### src/rtl/mips_multicycle_control_pkg.sv
// Shared definitions for the multicycle MIPS controller.
// Holds the controller state enum, the opcode and funct field values the
// controller recognises, the ALUOp request encoding passed to the ALU
// decoder and the ALU_Control encodings driven to the datapath ALU.
// No ports: imported by the interface, the ALU decoder and the top level.

package mips_pkg;

    // Controller states, one per datapath step of the instruction flow
    typedef enum logic [3:0] {
        FETCH    = 4'd0,
        DECODE   = 4'd1,
        MEMADR   = 4'd2,
        MEMREAD  = 4'd3,
        MEMWB    = 4'd4,
        MEMWRITE = 4'd5,
        EXECUTE  = 4'd6,
        ALUWB    = 4'd7,
        BRANCH   = 4'd8,
        ADDIEXEC = 4'd9,
        ADDIWB   = 4'd10,
        JUMP     = 4'd11
    } state_t;

    // Operation requested of the ALU decoder by the main FSM
    typedef enum logic [1:0] {
        ALUOP_ADD   = 2'b00,
        ALUOP_SUB   = 2'b01,
        ALUOP_FUNCT = 2'b10
    } aluop_t;

    // Instr[31:26] values
    localparam logic [5:0] OP_RTYPE = 6'b000000;
    localparam logic [5:0] OP_LW    = 6'b100011;
    localparam logic [5:0] OP_SW    = 6'b101011;
    localparam logic [5:0] OP_BEQ   = 6'b000100;
    localparam logic [5:0] OP_ADDI  = 6'b001000;
    localparam logic [5:0] OP_J     = 6'b000010;

    // Instr[5:0] values for R-type instructions
    localparam logic [5:0] FUNCT_ADD = 6'b100000;
    localparam logic [5:0] FUNCT_SUB = 6'b100010;
    localparam logic [5:0] FUNCT_AND = 6'b100100;
    localparam logic [5:0] FUNCT_OR  = 6'b100101;
    localparam logic [5:0] FUNCT_SLT = 6'b101010;

    // ALU_Control encodings understood by the datapath ALU
    localparam logic [2:0] ALUC_ADD = 3'b010;
    localparam logic [2:0] ALUC_SUB = 3'b110;
    localparam logic [2:0] ALUC_AND = 3'b000;
    localparam logic [2:0] ALUC_OR  = 3'b001;
    localparam logic [2:0] ALUC_SLT = 3'b111;

    // True for the R-type funct codes the ALU can execute
    function automatic logic funct_supported(input logic [5:0] funct);
        return (funct == FUNCT_ADD) || (funct == FUNCT_SUB) ||
               (funct == FUNCT_AND) || (funct == FUNCT_OR)  ||
               (funct == FUNCT_SLT);
    endfunction

endpackage

### src/rtl/mips_multicycle_control_if.sv
// Control bundle between the multicycle controller, the instruction
// register, the datapath and the shared memory port.
// Signals:
//   Op, Funct        instruction fields from the instruction register
//   zero             ALU zero flag from the datapath
//   mem_ready        memory completed the current access
//   mem_req, MemWrite, IorD          memory port request and address select
//   IRWrite, PCWrite, Branch, PCEn, PCSrc, Jump   PC / IR update controls
//   ALUSrcA, ALUSrcB, ALU_Control    ALU operand and operation selects
//   RegWrite, RegDst, MemtoReg       register file writeback controls
//   illegal          one-cycle pulse on an unsupported instruction
// Modports: master = controller side, slave = datapath/memory side.

interface mips_multicycle_control_if #(
    parameter int OPW   = 6,
    parameter int ALUCW = 3
);
    logic [OPW-1:0]   Op;
    logic [OPW-1:0]   Funct;
    logic             zero;
    logic             mem_ready;
    logic             mem_req;
    logic             MemWrite;
    logic             IorD;
    logic             IRWrite;
    logic             PCWrite;
    logic             Branch;
    logic             PCEn;
    logic [1:0]       PCSrc;
    logic             Jump;
    logic             ALUSrcA;
    logic [1:0]       ALUSrcB;
    logic [ALUCW-1:0] ALU_Control;
    logic             RegWrite;
    logic             RegDst;
    logic             MemtoReg;
    logic             illegal;

    modport master (
        input  Op, Funct, zero, mem_ready,
        output mem_req, MemWrite, IorD, IRWrite, PCWrite, Branch, PCEn,
               PCSrc, Jump, ALUSrcA, ALUSrcB, ALU_Control, RegWrite,
               RegDst, MemtoReg, illegal
    );

    modport slave (
        output Op, Funct, zero, mem_ready,
        input  mem_req, MemWrite, IorD, IRWrite, PCWrite, Branch, PCEn,
               PCSrc, Jump, ALUSrcA, ALUSrcB, ALU_Control, RegWrite,
               RegDst, MemtoReg, illegal
    );

endinterface

### src/rtl/mips_multicycle_control_alu_decoder.sv
// ALU decoder: turns the FSM's ALUOp request plus the instruction funct
// field into the ALU_Control code for the datapath ALU.
// Ports:
//   aluop          add / sub / use-funct request from the main FSM
//   funct          Instr[5:0]
//   alu_control    ALU operation select
//   funct_illegal  funct requested but not one the ALU supports

import mips_pkg::*;

module alu_decoder #(
    parameter int OPW   = 6,
    parameter int ALUCW = 3
) (
    input  aluop_t           aluop,
    input  logic [OPW-1:0]   funct,
    output logic [ALUCW-1:0] alu_control,
    output logic             funct_illegal
);

    // Unsupported funct codes still produce an add so the ALU sees a
    // defined operation; the flag lets the FSM abandon the instruction.
    always_comb begin
        alu_control   = ALUC_ADD;
        funct_illegal = 1'b0;
        case (aluop)
            ALUOP_ADD: alu_control = ALUC_ADD;
            ALUOP_SUB: alu_control = ALUC_SUB;
            ALUOP_FUNCT: begin
                case (funct)
                    FUNCT_ADD: alu_control = ALUC_ADD;
                    FUNCT_SUB: alu_control = ALUC_SUB;
                    FUNCT_AND: alu_control = ALUC_AND;
                    FUNCT_OR:  alu_control = ALUC_OR;
                    FUNCT_SLT: alu_control = ALUC_SLT;
                    default: begin
                        alu_control   = ALUC_ADD;
                        funct_illegal = 1'b1;
                    end
                endcase
            end
            default: alu_control = ALUC_ADD;
        endcase
    end

endmodule

### src/rtl/mips_multicycle_control.sv
// Multicycle MIPS main controller: sequences fetch, decode, execute,
// memory and writeback, and drives every datapath control through the
// master modport of mips_multicycle_control_if.
// Ports:
//   clk  system clock, all state changes on the rising edge
//   rst  synchronous active-high reset; forces all outputs low while high
//   bus  controller side of the control bundle (instruction fields in,
//        memory handshake and datapath controls out)
// Outputs are decoded from the state only, except PCEn (uses zero),
// IRWrite/PCWrite in FETCH (qualified by mem_ready), illegal in DECODE
// (uses Op) and ALU_Control in EXECUTE (uses Funct).

import mips_pkg::*;

module mips_multicycle_control #(
    parameter int OPW   = 6,
    parameter int ALUCW = 3
) (
    input  logic                       clk,
    input  logic                       rst,
    mips_multicycle_control_if.master  bus
);

    state_t           state;
    state_t           next_state;
    aluop_t           aluop;
    logic [ALUCW-1:0] dec_alu_control;
    logic             funct_illegal;

    logic             mem_req;
    logic             mem_write;
    logic             iord;
    logic             ir_write;
    logic             pc_write;
    logic             branch;
    logic             jump;
    logic [1:0]       pcsrc;
    logic             alusrca;
    logic [1:0]       alusrcb;
    logic             alu_en;
    logic             reg_write;
    logic             reg_dst;
    logic             mem_to_reg;
    logic             illegal;

    // ALUOp depends on state alone, kept outside the main decode so the
    // decoder's funct_illegal feedback never forms a combinational cycle.
    assign aluop = (state == EXECUTE) ? ALUOP_FUNCT :
                   (state == BRANCH)  ? ALUOP_SUB   : ALUOP_ADD;

    alu_decoder #(
        .OPW   (OPW),
        .ALUCW (ALUCW)
    ) u_alu_decoder (
        .aluop         (aluop),
        .funct         (bus.Funct),
        .alu_control   (dec_alu_control),
        .funct_illegal (funct_illegal)
    );

    // State register with synchronous reset back to instruction fetch
    always_ff @(posedge clk) begin
        if (rst) begin
            state <= FETCH;
        end else begin
            state <= next_state;
        end
    end

    // Next-state and raw control decode. Everything defaults low so each
    // state only names the controls it actually asserts.
    always_comb begin
        next_state = FETCH;
        mem_req    = 1'b0;
        mem_write  = 1'b0;
        iord       = 1'b0;
        ir_write   = 1'b0;
        pc_write   = 1'b0;
        branch     = 1'b0;
        jump       = 1'b0;
        pcsrc      = 2'b00;
        alusrca    = 1'b0;
        alusrcb    = 2'b00;
        alu_en     = 1'b0;
        reg_write  = 1'b0;
        reg_dst    = 1'b0;
        mem_to_reg = 1'b0;
        illegal    = 1'b0;

        case (state)
            // PC+4 is computed while the instruction is read; IR and PC
            // only load once the memory has actually returned the word.
            FETCH: begin
                mem_req    = 1'b1;
                alusrcb    = 2'b01;
                alu_en     = 1'b1;
                ir_write   = bus.mem_ready;
                pc_write   = bus.mem_ready;
                next_state = bus.mem_ready ? DECODE : FETCH;
            end
            // Branch target PC + (SignImm << 2) is prepared speculatively
            DECODE: begin
                alusrcb = 2'b11;
                alu_en  = 1'b1;
                case (bus.Op)
                    OP_LW, OP_SW: next_state = MEMADR;
                    OP_RTYPE:     next_state = EXECUTE;
                    OP_BEQ:       next_state = BRANCH;
                    OP_ADDI:      next_state = ADDIEXEC;
                    OP_J:         next_state = JUMP;
                    default: begin
                        next_state = FETCH;
                        illegal    = 1'b1;
                    end
                endcase
            end
            MEMADR: begin
                alusrca    = 1'b1;
                alusrcb    = 2'b10;
                alu_en     = 1'b1;
                next_state = (bus.Op == OP_SW) ? MEMWRITE : MEMREAD;
            end
            MEMREAD: begin
                mem_req    = 1'b1;
                iord       = 1'b1;
                next_state = bus.mem_ready ? MEMWB : MEMREAD;
            end
            MEMWB: begin
                reg_write  = 1'b1;
                mem_to_reg = 1'b1;
                next_state = FETCH;
            end
            MEMWRITE: begin
                mem_req    = 1'b1;
                iord       = 1'b1;
                mem_write  = 1'b1;
                next_state = bus.mem_ready ? FETCH : MEMWRITE;
            end
            // An unsupported funct abandons the instruction before writeback
            EXECUTE: begin
                alusrca    = 1'b1;
                alu_en     = 1'b1;
                illegal    = funct_illegal;
                next_state = funct_illegal ? FETCH : ALUWB;
            end
            ALUWB: begin
                reg_write  = 1'b1;
                reg_dst    = 1'b1;
                next_state = FETCH;
            end
            BRANCH: begin
                alusrca    = 1'b1;
                alu_en     = 1'b1;
                branch     = 1'b1;
                pcsrc      = 2'b01;
                next_state = FETCH;
            end
            ADDIEXEC: begin
                alusrca    = 1'b1;
                alusrcb    = 2'b10;
                alu_en     = 1'b1;
                next_state = ADDIWB;
            end
            ADDIWB: begin
                reg_write  = 1'b1;
                next_state = FETCH;
            end
            JUMP: begin
                pc_write   = 1'b1;
                pcsrc      = 2'b10;
                jump       = 1'b1;
                next_state = FETCH;
            end
            default: next_state = FETCH;
        endcase
    end

    // Reset gates every output so no write or memory request escapes in
    // the reset cycle, even when reset lands in the middle of a wait.
    assign bus.mem_req     = mem_req    & ~rst;
    assign bus.MemWrite    = mem_write  & ~rst;
    assign bus.IorD        = iord       & ~rst;
    assign bus.IRWrite     = ir_write   & ~rst;
    assign bus.PCWrite     = pc_write   & ~rst;
    assign bus.Branch      = branch     & ~rst;
    assign bus.Jump        = jump       & ~rst;
    assign bus.ALUSrcA     = alusrca    & ~rst;
    assign bus.RegWrite    = reg_write  & ~rst;
    assign bus.RegDst      = reg_dst    & ~rst;
    assign bus.MemtoReg    = mem_to_reg & ~rst;
    assign bus.illegal     = illegal    & ~rst;
    assign bus.PCSrc       = rst ? 2'b00 : pcsrc;
    assign bus.ALUSrcB     = rst ? 2'b00 : alusrcb;
    assign bus.ALU_Control = (rst || !alu_en) ? '0 : dec_alu_control;
    assign bus.PCEn        = (pc_write | (branch & bus.zero)) & ~rst;

endmodule

### src/flat_wrapper.sv
// flat-port wrapper written by rule: the top's interface ports become plain ports
module mips_multicycle_control_flat 
#(
    parameter int OPW   = 6,
    parameter int ALUCW = 3
)
  (clk, rst, bus_Op, bus_Funct, bus_zero, bus_mem_ready, bus_mem_req, bus_MemWrite, bus_IorD, bus_IRWrite, bus_PCWrite, bus_Branch, bus_PCEn, bus_PCSrc, bus_Jump, bus_ALUSrcA, bus_ALUSrcB, bus_ALU_Control, bus_RegWrite, bus_RegDst, bus_MemtoReg, bus_illegal);
  mips_multicycle_control_if #(.OPW(OPW), .ALUCW(ALUCW)) bus_i ();
  input  logic clk;
  input  logic rst;
  input wire logic [$bits(bus_i.Op)-1:0] bus_Op;
  input wire logic [$bits(bus_i.Funct)-1:0] bus_Funct;
  input wire logic [$bits(bus_i.zero)-1:0] bus_zero;
  input wire logic [$bits(bus_i.mem_ready)-1:0] bus_mem_ready;
  output wire logic [$bits(bus_i.mem_req)-1:0] bus_mem_req;
  output wire logic [$bits(bus_i.MemWrite)-1:0] bus_MemWrite;
  output wire logic [$bits(bus_i.IorD)-1:0] bus_IorD;
  output wire logic [$bits(bus_i.IRWrite)-1:0] bus_IRWrite;
  output wire logic [$bits(bus_i.PCWrite)-1:0] bus_PCWrite;
  output wire logic [$bits(bus_i.Branch)-1:0] bus_Branch;
  output wire logic [$bits(bus_i.PCEn)-1:0] bus_PCEn;
  output wire logic [$bits(bus_i.PCSrc)-1:0] bus_PCSrc;
  output wire logic [$bits(bus_i.Jump)-1:0] bus_Jump;
  output wire logic [$bits(bus_i.ALUSrcA)-1:0] bus_ALUSrcA;
  output wire logic [$bits(bus_i.ALUSrcB)-1:0] bus_ALUSrcB;
  output wire logic [$bits(bus_i.ALU_Control)-1:0] bus_ALU_Control;
  output wire logic [$bits(bus_i.RegWrite)-1:0] bus_RegWrite;
  output wire logic [$bits(bus_i.RegDst)-1:0] bus_RegDst;
  output wire logic [$bits(bus_i.MemtoReg)-1:0] bus_MemtoReg;
  output wire logic [$bits(bus_i.illegal)-1:0] bus_illegal;
  assign bus_i.Op = bus_Op;
  assign bus_i.Funct = bus_Funct;
  assign bus_i.zero = bus_zero;
  assign bus_i.mem_ready = bus_mem_ready;
  assign bus_mem_req = bus_i.mem_req;
  assign bus_MemWrite = bus_i.MemWrite;
  assign bus_IorD = bus_i.IorD;
  assign bus_IRWrite = bus_i.IRWrite;
  assign bus_PCWrite = bus_i.PCWrite;
  assign bus_Branch = bus_i.Branch;
  assign bus_PCEn = bus_i.PCEn;
  assign bus_PCSrc = bus_i.PCSrc;
  assign bus_Jump = bus_i.Jump;
  assign bus_ALUSrcA = bus_i.ALUSrcA;
  assign bus_ALUSrcB = bus_i.ALUSrcB;
  assign bus_ALU_Control = bus_i.ALU_Control;
  assign bus_RegWrite = bus_i.RegWrite;
  assign bus_RegDst = bus_i.RegDst;
  assign bus_MemtoReg = bus_i.MemtoReg;
  assign bus_illegal = bus_i.illegal;
  mips_multicycle_control #(.OPW(OPW), .ALUCW(ALUCW)) u_core (.clk(clk), .rst(rst), .bus(bus_i));
endmodule
### config.mk
export PLATFORM = sky130hd
export DESIGN_NAME = mips_multicycle_control_flat
export DESIGN_NICKNAME = d
export VERILOG_FILES = /design/src/rtl/mips_multicycle_control_pkg.sv /design/src/rtl/mips_multicycle_control_if.sv /design/src/rtl/mips_multicycle_control_alu_decoder.sv /design/src/rtl/mips_multicycle_control.sv /design/src/flat_wrapper.sv
export SDC_FILE = /design/constraint.sdc
export NUM_CORES = 1
export LEC_CHECK = 0
export BUFFER_PORTS_ARGS = -buffer_cell sky130_fd_sc_hd__buf_2
export CORE_MARGIN = 4
export CORE_UTILIZATION = 41
export CTS_BUF_LIST = sky130_fd_sc_hd__clkbuf_4 sky130_fd_sc_hd__clkbuf_8 sky130_fd_sc_hd__clkbuf_16
export DETAILED_ROUTE_END_ITERATION = 10
export GPL_ROUTABILITY_DRIVEN = 0
export GPL_TIMING_DRIVEN = 0
export PLACE_DENSITY_LB_ADDON = 0.15
export SLEW_MARGIN = 20
export SYNTH_ARGS = -nofsm -noshare
export SYNTH_HDL_FRONTEND = slang
export SYNTH_SLANG_ARGS = --single-unit
### constraint.sdc
create_clock -name clk -period 1.3 [get_ports clk]
set_input_delay 0.26 -clock clk [delete_from_list [all_inputs] [get_ports clk]]
set_output_delay 0.26 -clock clk [all_outputs]
set_load 0.02 [all_outputs]
==> results of run 1 <==
-- per-stage QoR --
step                      hold slack [ns]  setup TNS (ns)  setup WS, ns  area, um2
after floorplan                     0.498           -2.72        -0.395        931
after global placement              0.658           -4.69        -0.518       1130
after detailed placement            0.665           -5.09        -0.581       1130
after CTS                           0.410           -8.89        -0.603       1540
-- logic make-up after synthesis --
| logic type | Yosys count |
|---|---|
| flip-flops | 4 |
| buffers and inverters | 12 |
| AND/OR/NAND/NOR | 57 |
| AO/OA/AOI/OAI | 29 |
| XOR/XNOR | 3 |
| multiplexers | 2 |
-- cells in the mapped netlist, drive strengths merged --
| master | number | area share, % |
|---|---|---|
| nor3 | 13 | 8.9 |
| a21oi | 11 | 8.6 |
| nand2b | 9 | 7.7 |
| buf | 8 | 6.2 |
| nor4 | 7 | 6.8 |
| nor2 | 6 | 3.1 |
| nor2b | 6 | 5.1 |
| dfxtp | 4 | 11 |
| nand2 | 4 | 2.1 |
| nor3b | 3 | 3.1 |
| xnor2 | 3 | 3.6 |
| a211oi | 2 | 2.1 |
| a22oi | 2 | 2.1 |
| a31o | 2 | 2.4 |
| a31oi | 2 | 1.7 |
| and3 | 2 | 1.7 |
| clkbuf | 2 | 1.0 |
| inv | 2 | 1.0 |
| o211ai | 2 | 2.1 |
| o21ai | 2 | 1.4 |
| or3b | 2 | 2.7 |
| a211o | 1 | 1.2 |
| a21o | 1 | 1.0 |
| a32oi | 1 | 1.2 |
| and4bb | 1 | 1.7 |
| mux2 | 1 | 1.5 |
| mux2i | 1 | 1.4 |
| nand4 | 1 | 0.86 |
| nand4b | 1 | 1.2 |
| nor4b | 1 | 1.2 |
| o21bai | 1 | 1.0 |
| o22ai | 1 | 0.86 |
| o31ai | 1 | 1.0 |
| or4 | 1 | 1.5 |
-- repair_timing --
item	in CTS
gates resized for setup	70
setup endpoints to repair	23
pin swaps	16
buffers inserted	19
endpoints found under the hold margin	0
==> impl_metrics.toml, run 1 <==
[synth]
synth_cells = 107
synth_area_per_cell_um2 = 6.83
ys_warn_count = 0
ys_seq_elements = 4
yosys.area_share.simple_pct = 47.8
yosys.area_share.adder_pct = 0
synth_nets = 123
muxShareOfSynthArea_pct = 2.91
syn_area_um2 = 731
synth_top_family_by_area = "simple AND/OR/NAND/NOR gates"
ys_types = 39
synth-compound-area-share_pct = 26.5
synth_xor_area_share_pct = 3.60
ys_seq_area_share_pct = 11.0

[cts]
cts_num_sinks = 4
ctsHoldBuffers = 0
clock_path_buffers = 2
numCtsBuffers = 3
htreeDepth = 1
cts-root-buf = "clkbuf_4"

[grt]
grt_max_degree = 11

[floorplan]
rows = 14
die_w_um = 50.2
io_pins = 36
start_util_pct = 45.8
die_height_um = 50.2

[placement]
dp_cells = 164
io_buffers = 33
place_hpwl_um = 1920

[timing]
grt-worst-endpoint = "bus_ALU_Control[0]"
worst-ep-kind = "top-level output"

[status]
error = "[ERROR DPL-0038] Utilization greater than 100%, impossible to legalize"
stop_stage = "global routing"
outcome = "did not finish"
==> inputs of run 2 (changes only) <==
- CORE_AREA: unset -> 4 4 65 67
- CORE_MARGIN: 4 -> unset
- CORE_UTILIZATION: 41 -> unset
- CTS_BUF_LIST: sky130_fd_sc_hd__clkbuf_4 sky130_fd_sc_hd__clkbuf_8 sky130_fd_sc_hd__clkbuf_16 -> unset
- DIE_AREA: unset -> 0 0 69 71
- clock period: 1.3 -> 1.7 ns (I/O delays scaled with it)
==> run 2 against run 1 <==
Net effect: the flow now finishes, with violations (setup timing); area after synthesis unchanged; synthesized cell count is the same.
==> impl_metrics.toml, run 2 <==
[cts]
ctsHoldBuffers = 0
clock_path_buffers = 2
numCtsBuffers = 3
cts_num_sinks = 4
cts-root-buf = "clkbuf_8"
insertion_delay_ns = 0.22
htreeDepth = 1
cts_tree = "yes"
clk_pin_slew_ns = 0.03

[timing]
worst_slack_ns = -0.264
fin_setup_tns_ns = -2.39
rsz0062_at_grt = "true"
timing.fmax_ghz = 0.509
finClkSkew_ns = 0.00308
min_period_over_period_pct = 116
period_minus_slack_ns = 1.96
drv_slew = 0
hold_viol = 0
tightest_slew_ns = 0.434
slew_headroom_pct = 71.0
setup_viol = 18

[pwr]
p_seq_share_pct = 20.4
p_leak_nw = 0.579
p_int_uw = 338
p_clk_share_pct = 40.2
p_sw_uw = 154
p_sw_share_pct = 31.2
peakVddDrop_mv = 0.106
combPwrFrac_pct = 39.3
pwr_density_cell_nw_per_um2 = 331

[floorplan]
dieArea_um2 = 4900
design.core.area_um2 = 3630
start_util_pct = 20.1
io_pins = 36
die_height_um = 71
die_w_um = 69
rows = 22

[grt]
track_usage_pct = 10.8
overflow = 0
grt_pass1_wl_um = 4550
antenna_found_initial = 0
grt_max_degree = 11
grt_pass1_vias = 1017

[layout]
largest_register_ffs = 4
mostFrequentLayoutCells = "buf_4, buf_2, buf_6"
regMostFlops = "u_core.state"
diodes = 0
final_area_um2 = 1480
fillCellCount = 391
final_common_cell = "buf_4"
multi_input_area_um2 = 779
fin_nets = 184
seqCellArea_um2 = 87.6
area_growth_pct = 103
biggestRegsByFlops = "u_core.state x4"
fin_cells = 214
drive_above_1_share_pct = 64.5
final_util_pct = 40.8

[job]
drv_cap = 0

[detailed_routing]
first_iter_violations = 39
wirelength_um = 3010
drc = 0
num_vias = 1045
drt_first_pass_iters = 4
avgRoutedWirePerCell_um = 14.0
viasPerCell = 4.88
drt.antenna.violating_nets = 0

[status]
outcome = "finished, violations left"
failed_checks = "setup timing"

[synth]
synth_area_per_cell_um2 = 6.83
synth_top_family_by_area = "simple AND/OR/NAND/NOR gates"
yosys.area.top_type = "dfxtp_1"
syn_area_um2 = 731
synth_cells = 107
synthTopCellsByArea = "dfxtp_1, nor3_1, nand2b_1, a21oi_1, nor2b_1"
synthTopCellsByCount = "nor3_1, a21oi_1, nand2b_1"
synth_ff_type = "dfxtp_1"
yosys.area_share.simple_pct = 47.8
synth_nets = 123
synthDominantCellAreaShare_pct = 11.0
synth-compound-area-share_pct = 26.5
muxShareOfSynthArea_pct = 2.91
async_reset_ff_share_pct = 0
yosys.area_share.adder_pct = 0
synth_edf_count = 0
synth_xor_area_share_pct = 3.60
ys_types = 39
ys_seq_area_share_pct = 11.0
ys_warn_count = 0
ys_seq_elements = 4
synth_most_common_cell = "nor3_1"

[setup_path]
cp-start-kind = "register"
end_kind = "primary output"
cp.arrival_ns = 1.62
critPathRequiredTime_ns = 1.36
crit_path_max_fanout = 4
crit_type = "reg2out"

[placement]
place_hpwl_um = 1960
place_area_um2 = 1040
io_buffers = 33
dp_cells = 188

[hold_path]
min-delay-path-class = "in2reg"
==> run 2: worst max-delay path: stages, from the launching register on <==
cell and delay, ns:
dfxtp_2 0.32, buf_6 0.13, or3b_4 0.42, a21oi_4 0.17
nor2_4 0.06, nor3_2 0.15, buf_4 0.16
==> run 2: cells by family (layout without fill, tap and decap cells) <==
group / count (synthesis) / count (layout)
buf+inv: 12 / 71
mux: 2 / 2
xor+xnor: 3 / 3
simple gates: 57 / 57
flops: 4 / 4
compound gates: 29 / 29
==> run 2: path summary, 6_finish.rpt <==
kind,start,end,slack [ns],depth (start not counted)
max reg2reg,u_core.state[1],u_core.state[1],0.05,7
min,bus_Op[4],u_core.state[3],0.54,4
max,u_core.state[2],bus_ALU_Control[0],-0.26,6
min reg2reg,u_core.state[3],u_core.state[0],0.73,3
==> run 2: per-stage QoR <==
stage | hold WS, ns | power, mW | setup WS, ns
2_1_floorplan | 0.578 | 0.200 | -0.147
3_3_place_gp | 0.756 | 0.249 | -0.239
3_5_place_dp | 0.736 | 0.249 | -0.251
4_1_cts | 0.532 | 0.463 | -0.260
5_1_grt | 0.580 | 0.515 | -0.359
6_report | 0.538 | 0.492 | -0.264
==> run 2: area by class of cell <==
class	instances	share of cell area, %
multi-input cells	91	52.5
repair buffers	57	28.7
flip-flops and latches	4	5.90
plain buffers	9	5.56
well taps	48	4.05
clock buffers	3	2.78
inverters	2	0.506
==> run 2: power groups by stage <==
stage          Clock [mW]  Combinational [mW]  Sequential [mW]
3_3_place_gp            0               0.147            0.101
6_report            0.198               0.194            0.101
5_1_grt             0.204               0.210            0.101
2_1_floorplan           0              0.0998            0.100
3_5_place_dp            0               0.148            0.101
4_1_cts             0.199               0.163            0.102
==> run 2: per-layer routing <==
| layer | part of all wire [%] | global-route usage, % | routed length [um] |
|---|---|---|---|
| met3 | 4.3 | 1.70 | 128 |
| met4 | 0.53 | 1.95 | 16 |
| met5 | 0 | 0 | 0 |
| met1 | 46 | 13.7 | 1380 |
| met2 | 49 | 19.4 | 1480 |
==> run 2: repair_timing <==
item,in CTS,in global routing
pin swaps,5,12
endpoints found under the setup margin,20,21
resized for setup,33,36
gates cloned,1,0
setup buffers,11,12
No activity file was read; power rests on OpenSTA's default activity.
==> inputs of run 3 (changes only) <==
- SYNTH_HIERARCHICAL: unset -> 1
==> run 3 against run 2 <==
Net effect: the flow still finishes with violations (setup timing); sequential cell count unchanged; non-clock buffer count decreased by 2; wire length decreased by 0.27%; clock-buffer cell count unchanged; largest cell class unchanged; combinational power decreased by 6%; critical path depth increased by 2; first-iteration DRC count decreased by 79%; global-route usage increased by 1.1 points.
==> impl_metrics.toml, run 3 <==
[status]
outcome = "finished, violations left"
failed_checks = "setup timing"

[synth]
synth_cells = 105
ys_warn_count = 6
ys_types = 43
ys_seq_area_share_pct = 10.6
synthTopCellsByCount = "nor2_1, nor3_1, inv_1"
syn_area_um2 = 752
synth_edf_count = 0
synth_area_per_cell_um2 = 7.16
yosys.area.top_type = "dfxtp_1"
synth_ff_type = "dfxtp_1"
synth_nets = 123
synthDominantCellAreaShare_pct = 10.6
async_reset_ff_share_pct = 0
synthTopCellsByArea = "dfxtp_1, nor3_1, a31oi_1, nor2b_1, nor2_1"
ys_seq_elements = 4

[timing]
min_period_over_period_pct = 130
slew_headroom_pct = 69.1
tightest_slew_ns = 0.463
drv_slew = 0
finClkSkew_ns = 0.00211
setup_viol = 18
rsz0062_at_grt = "true"
worst_slack_ns = -0.508
timing.fmax_ghz = 0.453
period_minus_slack_ns = 2.21
hold_ws_ns = 0.482
fin_setup_tns_ns = -4.24
hold_viol = 0

[detailed_routing]
avgRoutedWirePerCell_um = 14.1
num_vias = 1019
first_iter_violations = 8
drt_first_pass_iters = 4
drc = 0
viasPerCell = 4.81
wirelength_um = 3000
drt.antenna.violating_nets = 0

[pwr]
peakVddDrop_mv = 0.484
pwr_density_cell_nw_per_um2 = 291
totalPowerFinal_uw = 473
p_leak_nw = 0.660

[layout]
fin_nets = 184
final_common_cell = "buf_6"
biggestRegsByFlops = "u_core/state x4"
fin_cells = 212
diodes = 0
mostFrequentLayoutCells = "buf_6, buf_4, buf_2"
largest_register_ffs = 4
drive_above_1_share_pct = 68.9
final_area_um2 = 1630
regMostFlops = "u_core/state"
fillCellCount = 370
area_growth_pct = 116

[setup_path]
cp.arrival_ns = 1.87
cp-start-kind = "register"
cp_slowest_cell = "dfxtp_4"
crit_chain = "buf_12 > nor3_4 > inv_2 > ha_4 > nor2b_1 > a32o_2 > nor2b_4 > buf_6"
critPathRequiredTime_ns = 1.36
crit_type = "reg2out"
crit_path_max_fanout = 10
end_kind = "primary output"
r2r-start = "u_core/state[0]"
critPathLaunch = "u_core/state[1]"
critPathMaxStageDelay_ns = 0.36

[grt]
grt_pass1_vias = 1040
antenna_found_initial = 0
grt_pass1_wl_um = 4800
overflow = 0
grt_max_degree = 11
track_usage_pct = 11.9

[placement]
place_area_um2 = 1120
dp_cells = 187
place_hpwl_um = 2040
io_buffers = 34

[cts]
htreeDepth = 1
insertion_delay_ns = 0.21
cts_num_sinks = 4
cts_tree = "yes"
numCtsBuffers = 3
clock_path_buffers = 2
clk_pin_slew_ns = 0.03
cts-root-buf = "clkbuf_8"

[floorplan]
die_height_um = 71
start_util_pct = 20.7
io_pins = 36
rows = 22
design.core.area_um2 = 3630
die_w_um = 69
dieArea_um2 = 4900

[hold_path]
min_from = "bus_Op[5]"
min-delay-path-class = "in2reg"

[job]
drv_cap = 0
[run 3: repair_timing]
| item | CTS | global route |
|---|---|---|
| resized for setup | 51 | 29 |
| hold buffers | 0 | 0 |
| setup buffers | 14 | 12 |
| endpoints found under the setup margin | 22 | 23 |
| pin swaps | 11 | 15 |
[run 3: final timing paths]
kind / end / slack [ns] / cells past startpoint
setup reg to reg: u_core/state[1] / 0.06 / 8
hold reg to reg: u_core/state[1] / 0.72 / 3
hold / removal: u_core/state[0] / 0.48 / 4
setup / recovery: bus_ALU_Control[2] / -0.51 / 8
[run 3: critical path: cells and delay by family (launching register included)]
| family | cells | cell delay (ns) |
|---|---|---|
| buffers and inverters | 3 | 0.35 |
| AO/OA/AOI/OAI | 1 | 0.27 |
| adder cells (fa/ha/maj) | 1 | 0.30 |
| AND/OR/NAND/NOR | 3 | 0.38 |
| flip-flops | 1 | 0.36 |
[run 3: cell type report]
class / instances / area, um2 / area share (%)
Timing Repair Buffer: 56 / 450 / 27.7
Inverter: 7 / 28.8 / 1.77
Tap cell: 48 / 60.1 / 3.70
Clock buffer: 3 / 41.3 / 2.54
Multi-Input combinational cell: 86 / 868 / 53.4
Buffer: 8 / 86.3 / 5.31
Sequential cell: 4 / 90.1 / 5.54
[run 3: logic make-up after synthesis]
| kind of cell | count (synthesis) | synth area share [%] |
|---|---|---|
| compound gates | 26 | 24.3 |
| xor+xnor | 3 | 3.49 |
| fa+ha+maj | 2 | 3.33 |
| buf+inv | 15 | 11.0 |
| flops | 4 | 10.6 |
| mux | 1 | 1.33 |
| simple gates | 54 | 45.9 |
[run 3: stage by stage]
step / util, % / worst slack, ns
CTS: 40.0 / -0.547
detailed placement: 30.9 / -0.382
global route: 44.7 / -0.605
global placement: 30.9 / -0.399
finish: 44.7 / -0.508
floorplan: - / -0.142
[run 3: power by group]
part | switching, mW | internal (mW) | total [mW]
Clock | 0.0414 | 0.150 | 0.192
Combinational | 0.0995 | 0.0833 | 0.183
Sequential | 0.00437 | 0.0944 | 0.0987
[run 3: per-layer routing]
layer | up-vias | track usage [%] | part of all wire (%) | wire (um)
met5 | - | 0 | 0 | 0
met4 | 0 | 3.90 | 1.9 | 57
met3 | 6 | 2.98 | 4.3 | 129
met2 | 29 | 22.0 | 53 | 1590
met1 | 475 | 13.2 | 41 | 1220
li1 | 509 | - | - | -
